## config.mk

```make
export PLATFORM = sky130hd
export DESIGN_NAME = axi_line_fill_master
export DESIGN_NICKNAME = d
export VERILOG_FILES = /design/src/rtl/axi_pkg.sv /design/src/rtl/axi_line_fill_master.sv
export SDC_FILE = /design/constraint.sdc
export NUM_CORES = 1
export LEC_CHECK = 0
export ABC_AREA = 1
export CAP_MARGIN = 25
export CORE_AREA = 8 8 170 253
export DETAILED_ROUTE_END_ITERATION = 10
export DIE_AREA = 0 0 178 261
export PLACE_DENSITY = 0.59
export SLEW_MARGIN = 20
export SYNTH_ARGS = -nofsm -noshare
export SYNTH_HDL_FRONTEND = slang
export SYNTH_SLANG_ARGS = --single-unit
```

## constraint.sdc

```tcl
create_clock -name clk -period 2.8 [get_ports clk]
set_input_delay 0.56 -clock clk [delete_from_list [all_inputs] [get_ports clk]]
set_output_delay 0.56 -clock clk [all_outputs]
set_load 0.005 [all_outputs]
```

## src/rtl/axi_pkg.sv

```systemverilog
// Shared AXI4 encodings and helpers used by the line-fill master and its bench.
package axi_pkg;

  localparam logic [1:0] AXI_BURST_FIXED = 2'b00;
  localparam logic [1:0] AXI_BURST_INCR  = 2'b01;
  localparam logic [1:0] AXI_BURST_WRAP  = 2'b10;

  localparam logic [1:0] AXI_RESP_OKAY   = 2'b00;
  localparam logic [1:0] AXI_RESP_EXOKAY = 2'b01;
  localparam logic [1:0] AXI_RESP_SLVERR = 2'b10;
  localparam logic [1:0] AXI_RESP_DECERR = 2'b11;

  // Normal non-cacheable bufferable memory.
  localparam logic [3:0] AXI_CACHE_NORMAL = 4'b0011;

  // AxSIZE encoding for a beat of 'bytes' bytes (bytes is a power of two, 1..128).
  function automatic logic [2:0] axi_size(input int unsigned bytes);
    logic [2:0] size;
    size = '0;
    for (int i = 0; i < 8; i++) begin
      if ((32'd1 << i) == bytes) size = 3'(i);
    end
    return size;
  endfunction

endpackage

```

## src/rtl/axi_line_fill_master.sv

```systemverilog
// AXI4 read master: one cache-line fill request becomes one INCR burst; the
// returned beats are assembled into a line buffer and handed back with an
// error flag covering bad responses, wrong IDs and burst-length violations.
module axi_line_fill_master
  import axi_pkg::*;
#(
  parameter int unsigned DATA_WIDTH = 32,
  parameter int unsigned ADDR_WIDTH = 16,
  parameter int unsigned ID_WIDTH   = 8,
  parameter int unsigned LINE_BEATS = 8,
  parameter int unsigned AXI_ID     = 0
) (
  input  logic                             clk,
  input  logic                             rst,
  // Fill request / response side
  input  logic                             req_valid,
  output logic                             req_ready,
  input  logic [ADDR_WIDTH-1:0]            req_addr,
  output logic                             resp_valid,
  input  logic                             resp_ready,
  output logic [LINE_BEATS*DATA_WIDTH-1:0] resp_data,
  output logic                             resp_err,
  // AXI4 read address channel
  output logic [ID_WIDTH-1:0]              m_axi_arid,
  output logic [ADDR_WIDTH-1:0]            m_axi_araddr,
  output logic [7:0]                       m_axi_arlen,
  output logic [2:0]                       m_axi_arsize,
  output logic [1:0]                       m_axi_arburst,
  output logic                             m_axi_arlock,
  output logic [3:0]                       m_axi_arcache,
  output logic [2:0]                       m_axi_arprot,
  output logic                             m_axi_arvalid,
  input  logic                             m_axi_arready,
  // AXI4 read data channel
  input  logic [ID_WIDTH-1:0]              m_axi_rid,
  input  logic [DATA_WIDTH-1:0]            m_axi_rdata,
  input  logic [1:0]                       m_axi_rresp,
  input  logic                             m_axi_rlast,
  input  logic                             m_axi_rvalid,
  output logic                             m_axi_rready
);

  localparam int unsigned LINE_BYTES = LINE_BEATS * DATA_WIDTH / 8;
  // One extra bit so the counter can sit at LINE_BEATS and flag surplus beats.
  localparam int unsigned CNT_W      = $clog2(LINE_BEATS) + 1;

  localparam logic [ADDR_WIDTH-1:0] OFF_MASK = ADDR_WIDTH'(LINE_BYTES - 1);
  localparam logic [ID_WIDTH-1:0]   ARID     = ID_WIDTH'(AXI_ID);
  localparam logic [CNT_W-1:0]      CNT_FULL = CNT_W'(LINE_BEATS);
  localparam logic [CNT_W-1:0]      CNT_LAST = CNT_W'(LINE_BEATS - 1);
  localparam logic [2:0]            AR_SIZE  = axi_size(DATA_WIDTH / 8);

  typedef enum logic [1:0] {
    S_IDLE,
    S_ADDR,
    S_DATA,
    S_RESP
  } fill_state_e;

  fill_state_e                           state_q, state_d;
  logic                                  req_ready_q, req_ready_d;
  logic                                  arvalid_q, arvalid_d;
  logic                                  rready_q, rready_d;
  logic                                  resp_valid_q, resp_valid_d;
  logic                                  err_q, err_d;
  logic [CNT_W-1:0]                      beat_cnt_q, beat_cnt_d;
  logic [ADDR_WIDTH-1:0]                 araddr_q, araddr_d;
  logic [LINE_BEATS-1:0][DATA_WIDTH-1:0] line_q, line_d;

  // Next-state and next-output logic for the fill sequence.
  always_comb begin
    // NOTE: every signal gets its hold value first so no path through the
    // case statement leaves one unassigned and infers a latch.
    state_d      = state_q;
    req_ready_d  = req_ready_q;
    arvalid_d    = arvalid_q;
    rready_d     = rready_q;
    resp_valid_d = resp_valid_q;
    err_d        = err_q;
    beat_cnt_d   = beat_cnt_q;
    araddr_d     = araddr_q;
    line_d       = line_q;

    unique case (state_q)
      S_IDLE: begin
        req_ready_d = 1'b1;
        if (req_valid && req_ready_q) begin
          req_ready_d = 1'b0;
          araddr_d    = req_addr & ~OFF_MASK;
          err_d       = 1'b0;
          beat_cnt_d  = '0;
          arvalid_d   = 1'b1;
          state_d     = S_ADDR;
        end
      end

      S_ADDR: begin
        if (m_axi_arready) begin
          arvalid_d = 1'b0;
          rready_d  = 1'b1;
          state_d   = S_DATA;
        end
      end

      S_DATA: begin
        if (m_axi_rvalid && rready_q) begin
          if (beat_cnt_q < CNT_FULL) begin
            for (int k = 0; k < int'(LINE_BEATS); k++) begin
              if (beat_cnt_q == CNT_W'(k)) line_d[k] = m_axi_rdata;
            end
            beat_cnt_d = beat_cnt_q + 1'b1;
          end else begin
            // Surplus beat beyond the line: dropped, line marked unreliable.
            err_d = 1'b1;
          end
          if (m_axi_rresp != AXI_RESP_OKAY) err_d = 1'b1;
          if (m_axi_rid != ARID)            err_d = 1'b1;
          if (m_axi_rlast && (beat_cnt_q != CNT_LAST)) err_d = 1'b1;
          // Only rlast ends the burst, so a short burst leaves stale beats behind.
          if (m_axi_rlast) begin
            rready_d     = 1'b0;
            resp_valid_d = 1'b1;
            state_d      = S_RESP;
          end
        end
      end

      S_RESP: begin
        if (resp_ready) begin
          resp_valid_d = 1'b0;
          req_ready_d  = 1'b1;
          state_d      = S_IDLE;
        end
      end

      default: state_d = S_IDLE;
    endcase
  end

  // State and output registers; reset abandons any burst in flight.
  always_ff @(posedge clk or negedge rst) begin
    if (!rst) begin
      state_q      <= S_IDLE;
      req_ready_q  <= 1'b0;
      arvalid_q    <= 1'b0;
      rready_q     <= 1'b0;
      resp_valid_q <= 1'b0;
      err_q        <= 1'b0;
      beat_cnt_q   <= '0;
      araddr_q     <= '0;
      // NOTE: the line buffer is reset because resp_data must read zero out
      // of reset and short bursts expose whatever the buffer already holds.
      line_q       <= '0;
    end else begin
      // NOTE: non-blocking assignments so every register samples the values
      // computed from the pre-edge state.
      state_q      <= state_d;
      req_ready_q  <= req_ready_d;
      arvalid_q    <= arvalid_d;
      rready_q     <= rready_d;
      resp_valid_q <= resp_valid_d;
      err_q        <= err_d;
      beat_cnt_q   <= beat_cnt_d;
      araddr_q     <= araddr_d;
      line_q       <= line_d;
    end
  end

  assign req_ready     = req_ready_q;
  assign resp_valid    = resp_valid_q;
  assign resp_data     = line_q;
  assign resp_err      = err_q;

  assign m_axi_arid    = ARID;
  assign m_axi_araddr  = araddr_q;
  assign m_axi_arlen   = 8'(LINE_BEATS - 1);
  assign m_axi_arsize  = AR_SIZE;
  assign m_axi_arburst = AXI_BURST_INCR;
  assign m_axi_arlock  = 1'b0;
  assign m_axi_arcache = AXI_CACHE_NORMAL;
  assign m_axi_arprot  = 3'b000;
  assign m_axi_arvalid = arvalid_q;
  assign m_axi_rready  = rready_q;

endmodule
```

==> results of run 1 <==
per-layer routing:
metal  global-route usage  vias to the layer above
met3              0.03160                       88
met5                    0                        -
met4              0.09287                        0
met2               0.3343                      366
li1                     -                     4630
met1               0.2030                     4782
Yosys cell counts (all sizes together):
cell    count  share of area
dfrtp     278           0.60
o21ai     266           0.11
a22o        1        0.00075
xor2        1        0.00075
ha          9         0.0097
a21oi       1        0.00043
and2        1        0.00054
nor2       27          0.014
or2         1        0.00054
nand2     541           0.17
o211ai      2         0.0013
conb        2        0.00065
clkbuf     79          0.025
mux2       11          0.011
nor3        1        0.00043
nand3       9         0.0043
buf        66          0.041
inv         8         0.0026
worst min path at each step:
stage,to,cells after the start,from,slack [ns]
after floorplan,beat_cnt_q[0],0,rst,0.26
after global placement,resp_err,2,resp_err,0.46
after detailed placement,resp_err,2,resp_err,0.46
after CTS,resp_err,1,rst,0.01
after global routing,resp_valid,1,rst,0.05
final,resp_err,1,rst,0.007
cells by family after synthesis:
| family | share of synthesized area |
|---|---|
| multiplexers | 0.01064 |
| AO/OA/AOI/OAI | 0.1168 |
| buffers and inverters | 0.06933 |
| AND/OR/NAND/NOR | 0.1945 |
| adder cells (fa/ha/maj) | 0.009674 |
| other | 0.0006452 |
| flip-flops | 0.5977 |
| XOR/XNOR | 0.0007526 |
per-stage QoR:
step | instances | setup slack (ns) | util | cell area [sq um]
after floorplan | 1336 | 1.194 | - | 11760
after CTS | 2109 | 0.3881 | 0.4115 | 16260
after global routing | 2111 | 0.3059 | 0.4129 | 16320
after detailed placement | 2057 | 0.1021 | 0.3853 | 15230
final | 2111 | 0.5152 | 0.4129 | 16320
after global placement | 2057 | 0.1363 | 0.3853 | 15230
area by class of cell:
class / instances / area (sq um)
Clock inverter: 11 / 182.7
Multi-Input combinational cell: 905 / 4036
Sequential cell: 278 / 6957
Inverter: 8 / 30.03
Fill cell: 3905 / 23210
Clock buffer: 41 / 850.8
Tap cell: 506 / 633.1
Timing Repair Buffer: 362 / 3628
report_power, final:
group          switching, mW  internal [mW]
logic                   1.91           1.67
clock network           1.65           2.56
registers              0.381           4.70
total                   3.95           8.93
sequential cells by signal, indices dropped and copies added, names as in the netlist:
name and cells:
beat_cnt_q 4, m_axi_araddr 11, m_axi_arvalid 1, m_axi_rready 1, req_ready 1, resp_data 256
resp_err 1, resp_valid 1, state_q 2
critical path: cells and delay by family (launching register included):
family                   cells  cell delay [ns]
flip-flops                   1             0.41
buffers and inverters        1             0.12
adder cells (fa/ha/maj)      1             0.25
AND/OR/NAND/NOR              4             1.42
==> summary.txt, run 1 <==
Layout
  – Area growth from synthesis to layout: 40.19%
  – Final nets: 1657
  – Commonest non-fill, non-tap cell in the layout: nand2_1
  – Layout cell share with drive strength beyond 1: 0.06542
  – N_diodes: 0
  – Leading cell types in the layout, fill and taps excluded: nand2_1 (538), clkdlybuf4s50_1 (330), dfrtp_1 (278)

Logic synthesis
  – Yosys warns: 0
  – Post-synth cell types: 23
  – Post-synthesis register bit count: 278
  – Sequential share of the synthesized area: 0.5977
  – Mapped cell area: 0.01164 sq mm
  – Avg Inst Size Synth: 8.926 sq um
  – Synth Instances: 1304

Critical path
  – Crit path capture type: flip-flop
  – Critical Path Sink: resp_data[179]
  – Worst reg2reg setup slack: 0.52 ns
  – Crit path from: state_q[0]
  – Crit path kind: flip-flop to flip-flop
  – Worst setup SP type: flip-flop
  – Worst-case reg-to-reg path depth: 6
  – CP Cell Sequence: inv_1 -> ha_1 -> nand3_4 -> nor2_4 -> nand2_1 -> nand2_1
  – Crit-path slowest cell: nor2_4
  – Most Frequent Cell on Critical Path: nand2_1
  – Maximum fanout along the worst path: 32
  – CP required: 3.29 ns
  – Delay of the slowest critical-path stage: 0.89 ns
  – Crit Reg-Reg Startpoint: state_q[0]
  – RR Endpoint: resp_data[179]
  – Worst EP arrival: 2.78 ns

Flow run
  – Max Cap Viol: 0

Route
  – Via Count: 9866
  – WL met3: 2727 microns
  – Wl on met1: 16290 microns
  – Drt pass-1 iters: 7
  – DRT iter0 DRCs: 675
  – Top layer in use: met4
  – Drt total wl: 44230 microns
  – DRC viols: 0
  – Vias per cell: 4.674
  – Wire per inst: 20.95 microns
  – Routed Antenna Nets: 0
  – Met2 WL: 23020 microns

Outcome
  – Status: finished, final reports clean

STA
  – Hold_ws: 0.007432 ns
  – Setup TNS: 0 ns
  – Unrepaired setup endpoints after global routing: false
  – Clock Skew: 0.01589 ns
  – Slew @ Worst Pin: 1.029 ns
  – Final setup viols: 0
  – Final hold vios: 0
  – Fin crit share: 0.8160
  – Final Slew Violations: 0
  – Rel. slew slack: 0.3127
  – Tmin final: 2.285 ns
  – Fmax achieved: 0.4377 GHz

Floorplanning
  – Die height: 261 microns
  – Width of the die: 178 microns
  – Std cell rows: 90
  – Core area: 0.03953 sq mm
  – Top-Level Pins: 371
  – Die area: 0.04646 sq mm
  – Starting density of the core: 0.2945

Clocking
  – Clock Path Buffers: 3
  – Clock Tree Root: clkbuf_16
  – Number of CTS-inserted buffers: 28
  – Cts hold-fix bufs: 0
  – Clock Latency Late Sink: 0.56 ns
  – Clock tree sinks: 278
  – Reg clk slew, reported paths: 0.06 ns
  – # Post-CTS Setup Buffers: 0
  – Post-cts resize count: 0
  – CTS tree: yes
  – H-tree depth: 1

Placement
  – Placer Congestion: 0.7819
  – Dpl hpwl: 30730 microns
  – PortBufs: 331

Power
  – P_leak: 8.178 nW
  – Cell Pwr Density: 789.1 mW/mm^2
  – Worst VDD drop: 0.4406 mV
  – Total power draw: 12.88 mW

Hold path
  – HP Class: primary input to asynchronous set/reset pin

GRT
  – Overflow left after global routing: 0
  – Largest net degree at the start of global routing: 78
  – GRT Util Overall: 0.1843
  – Vias in the first global route: 9915
  – Initial antenna violation count: 0
  – First-pass GRT wire length: 64550 microns
(Power assumes the default switching activity.)
==> run 2: changes to the inputs <==
- clock period: 2.8 -> 2.25 ns (I/O delays scaled with it)
==> run 2 against run 1 <==
Effect of this change:
- setup slack got worse by 0.26 ns
- clock skew rose by 0.0030 ns
- power rose by 24%
- global-route usage fell by 0.21 points
- die area did not move
- utilization rose by 0.48 points
- sequential cell count did not move
- via count rose by 1.3%
- hold slack improved by 0.44 ns
- sequential power rose by 24%
- non-clock buffer count rose by 21
- largest power group unchanged
==> summary.txt, run 2 (synthesis gave the netlist of run 1 again) <==
Power
  – Worst VDD drop: 0.5671 mV (+29%)
  – P_leak: 8.287 nW (+1.3%)
  – Cell Pwr Density: 968.0 mW/mm^2 (+23%)
  – Total power draw: 15.98 mW (+24%)

Floorplanning
  – Width of the die: 178 microns (unchanged)
  – Die height: 261 microns (unchanged)
  – Die area: 0.04646 sq mm (unchanged)
  – Core area: 0.03953 sq mm (unchanged)
  – Top-Level Pins: 371 (unchanged)
  – Starting density of the core: 0.2945 (unchanged)
  – Std cell rows: 90 (unchanged)

Layout
  – Leading cell types in the layout, fill and taps excluded: nand2_1 (538), clkdlybuf4s50_1 (330), dfrtp_1 (278)
  – Max reg flops: 256 (unchanged)
  – Final instance area: 0.01651 sq mm (+1.2%)
  – N_diodes: 0 (unchanged)
  – Area growth from synthesis to layout: 41.84%
  – Finished Layout Cells: 2132 (+0.99%)
  – Layout cell share with drive strength beyond 1: 0.07749 (+0.01207)
  – Final core occ: 0.4177 (+0.004843)
  – Commonest non-fill, non-tap cell in the layout: nand2_1
  – Final nets: 1678 (+1.3%)

Placement
  – Dpl cells: 2079 (+1.1%)
  – Placer Congestion: 0.8004 (+2.4%)
  – PortBufs: 331 (unchanged)
  – Dpl hpwl: 31460 microns (+2.4%)
  – Post-DP Area: 0.01548 sq mm (+1.7%)

Clocking
  – Clock Path Buffers: 3 (unchanged)
  – Cts hold-fix bufs: 1 (+1)
  – # Post-CTS Setup Buffers: 0 (unchanged)
  – Clock Latency Late Sink: 0.56 ns (about the same)
  – Reg clk slew, reported paths: 0.06 ns (about the same)
  – Clock tree sinks: 278 (unchanged)
  – Post-cts resize count: 0 (unchanged)
  – Number of CTS-inserted buffers: 28 (unchanged)
  – H-tree depth: 1 (unchanged)
  – CTS tree: yes
  – Clock Tree Root: clkbuf_16

Route
  – DRC viols: 0 (unchanged)
  – Wire per inst: 20.52 microns (-2.1%)
  – DRT iter0 DRCs: 640 (-5.2%)
  – Vias per cell: 4.689 (+0.32%)
  – Routed Antenna Nets: 0 (unchanged)
  – Drt total wl: 43750 microns (-1.1%)
  – Drt pass-1 iters: 5 (-2)
  – Via Count: 9996 (+1.3%)

STA
  – Setup TNS: 0 ns (unchanged)
  – Final Slew Violations: 0 (unchanged)
  – Fmax achieved: 0.5012 GHz
  – Final hold vios: 0 (unchanged)
  – Fin crit share: 0.8867
  – Tmin final: 1.995 ns
  – Unrepaired setup endpoints after global routing: false
  – Clock Skew: 0.01893 ns (+0.003040 ns)
  – Rel. slew slack: 0.5919 (+0.2792)
  – Final setup viols: 0 (unchanged)
  – Slew @ Worst Pin: 0.6105 ns (-0.4180 ns)

Critical path
  – Crit path kind: flip-flop to output pin
  – CP required: 1.80 ns (-1.49 ns)
  – CP Cell Sequence: clkdlybuf4s50_1
  – CP delay by family, top: buffers and inverters
  – Crit-path slowest cell: clkdlybuf4s50_1
  – Worst EP arrival: 1.55 ns (-1.23 ns)
  – Delay of the slowest critical-path stage: 0.57 ns (-0.32 ns)
  – Maximum fanout along the worst path: 4 (-88%)
  – Worst setup SP type: flip-flop
  – Crit path capture type: output pin
  – Buf/Inv on CP: 1 (unchanged)

GRT
  – Vias in the first global route: 9944 (+0.29%)
  – Largest net degree at the start of global routing: 73 (-6.4%)
  – Overflow left after global routing: 0 (unchanged)
  – First-pass GRT wire length: 64180 microns (-0.58%)
  – Initial antenna violation count: 0 (unchanged)
  – GRT Util Overall: 0.1822 (-0.002115)

Hold path
  – HP Class: primary input to asynchronous set/reset pin

Flow run
  – Max Cap Viol: 0 (unchanged)

Outcome
  – Status: finished, final reports clean
## run 2: routing by layer
metal	track usage	vias to the layer above	part of all wire
met5	0	-	0
met4	0.08475	0	0.043
met3	0.03535	67	0.062
met2	0.3280	345	0.52
met1	0.2029	4899	0.37
li1	-	4685	-
## run 2: final timing paths
path	startpoint	to	slack (ns)	cells past startpoint
min in group clk	resp_err	resp_err	0.48	2
min	rst	resp_err	0.45	2
max reg2reg	beat_cnt_q[2]	resp_data[68]	0.36	6
max in group asynchronous	rst	resp_data[25]	1.11	3
max	m_axi_rready	m_axi_rready	0.25	1
min reg2reg	resp_err	resp_err	0.48	2
## run 2: cell type report
| class | instances | area (sq um) |
|---|---|---|
| flip-flops and latches | 278 | 6957 |
| inverters | 8 | 30.03 |
| clock buffers | 43 | 877.1 |
| fillers | 3854 | 23020 |
| clock inverters | 9 | 140.1 |
| repair buffers | 383 | 3836 |
| multi-input cells | 905 | 4036 |
| well taps | 506 | 633.1 |
## run 2: through the flow
step           worst slack [ns]  hold slack [ns]
2_1_floorplan            0.6441           0.1544
3_3_place_gp             0.2499           0.4421
3_5_place_dp             0.2047           0.4432
4_1_cts                  0.2024           0.4459
5_1_grt                  0.1708           0.4800
6_report                 0.2550           0.4480
## run 2: report_power, final
group	switching [mW]	leakage [nW]	internal [mW]	total, mW
logic	2.43	4.01	2.16	4.58
clock network	2.06	0.496	3.03	5.09
registers	0.461	3.78	5.85	6.31
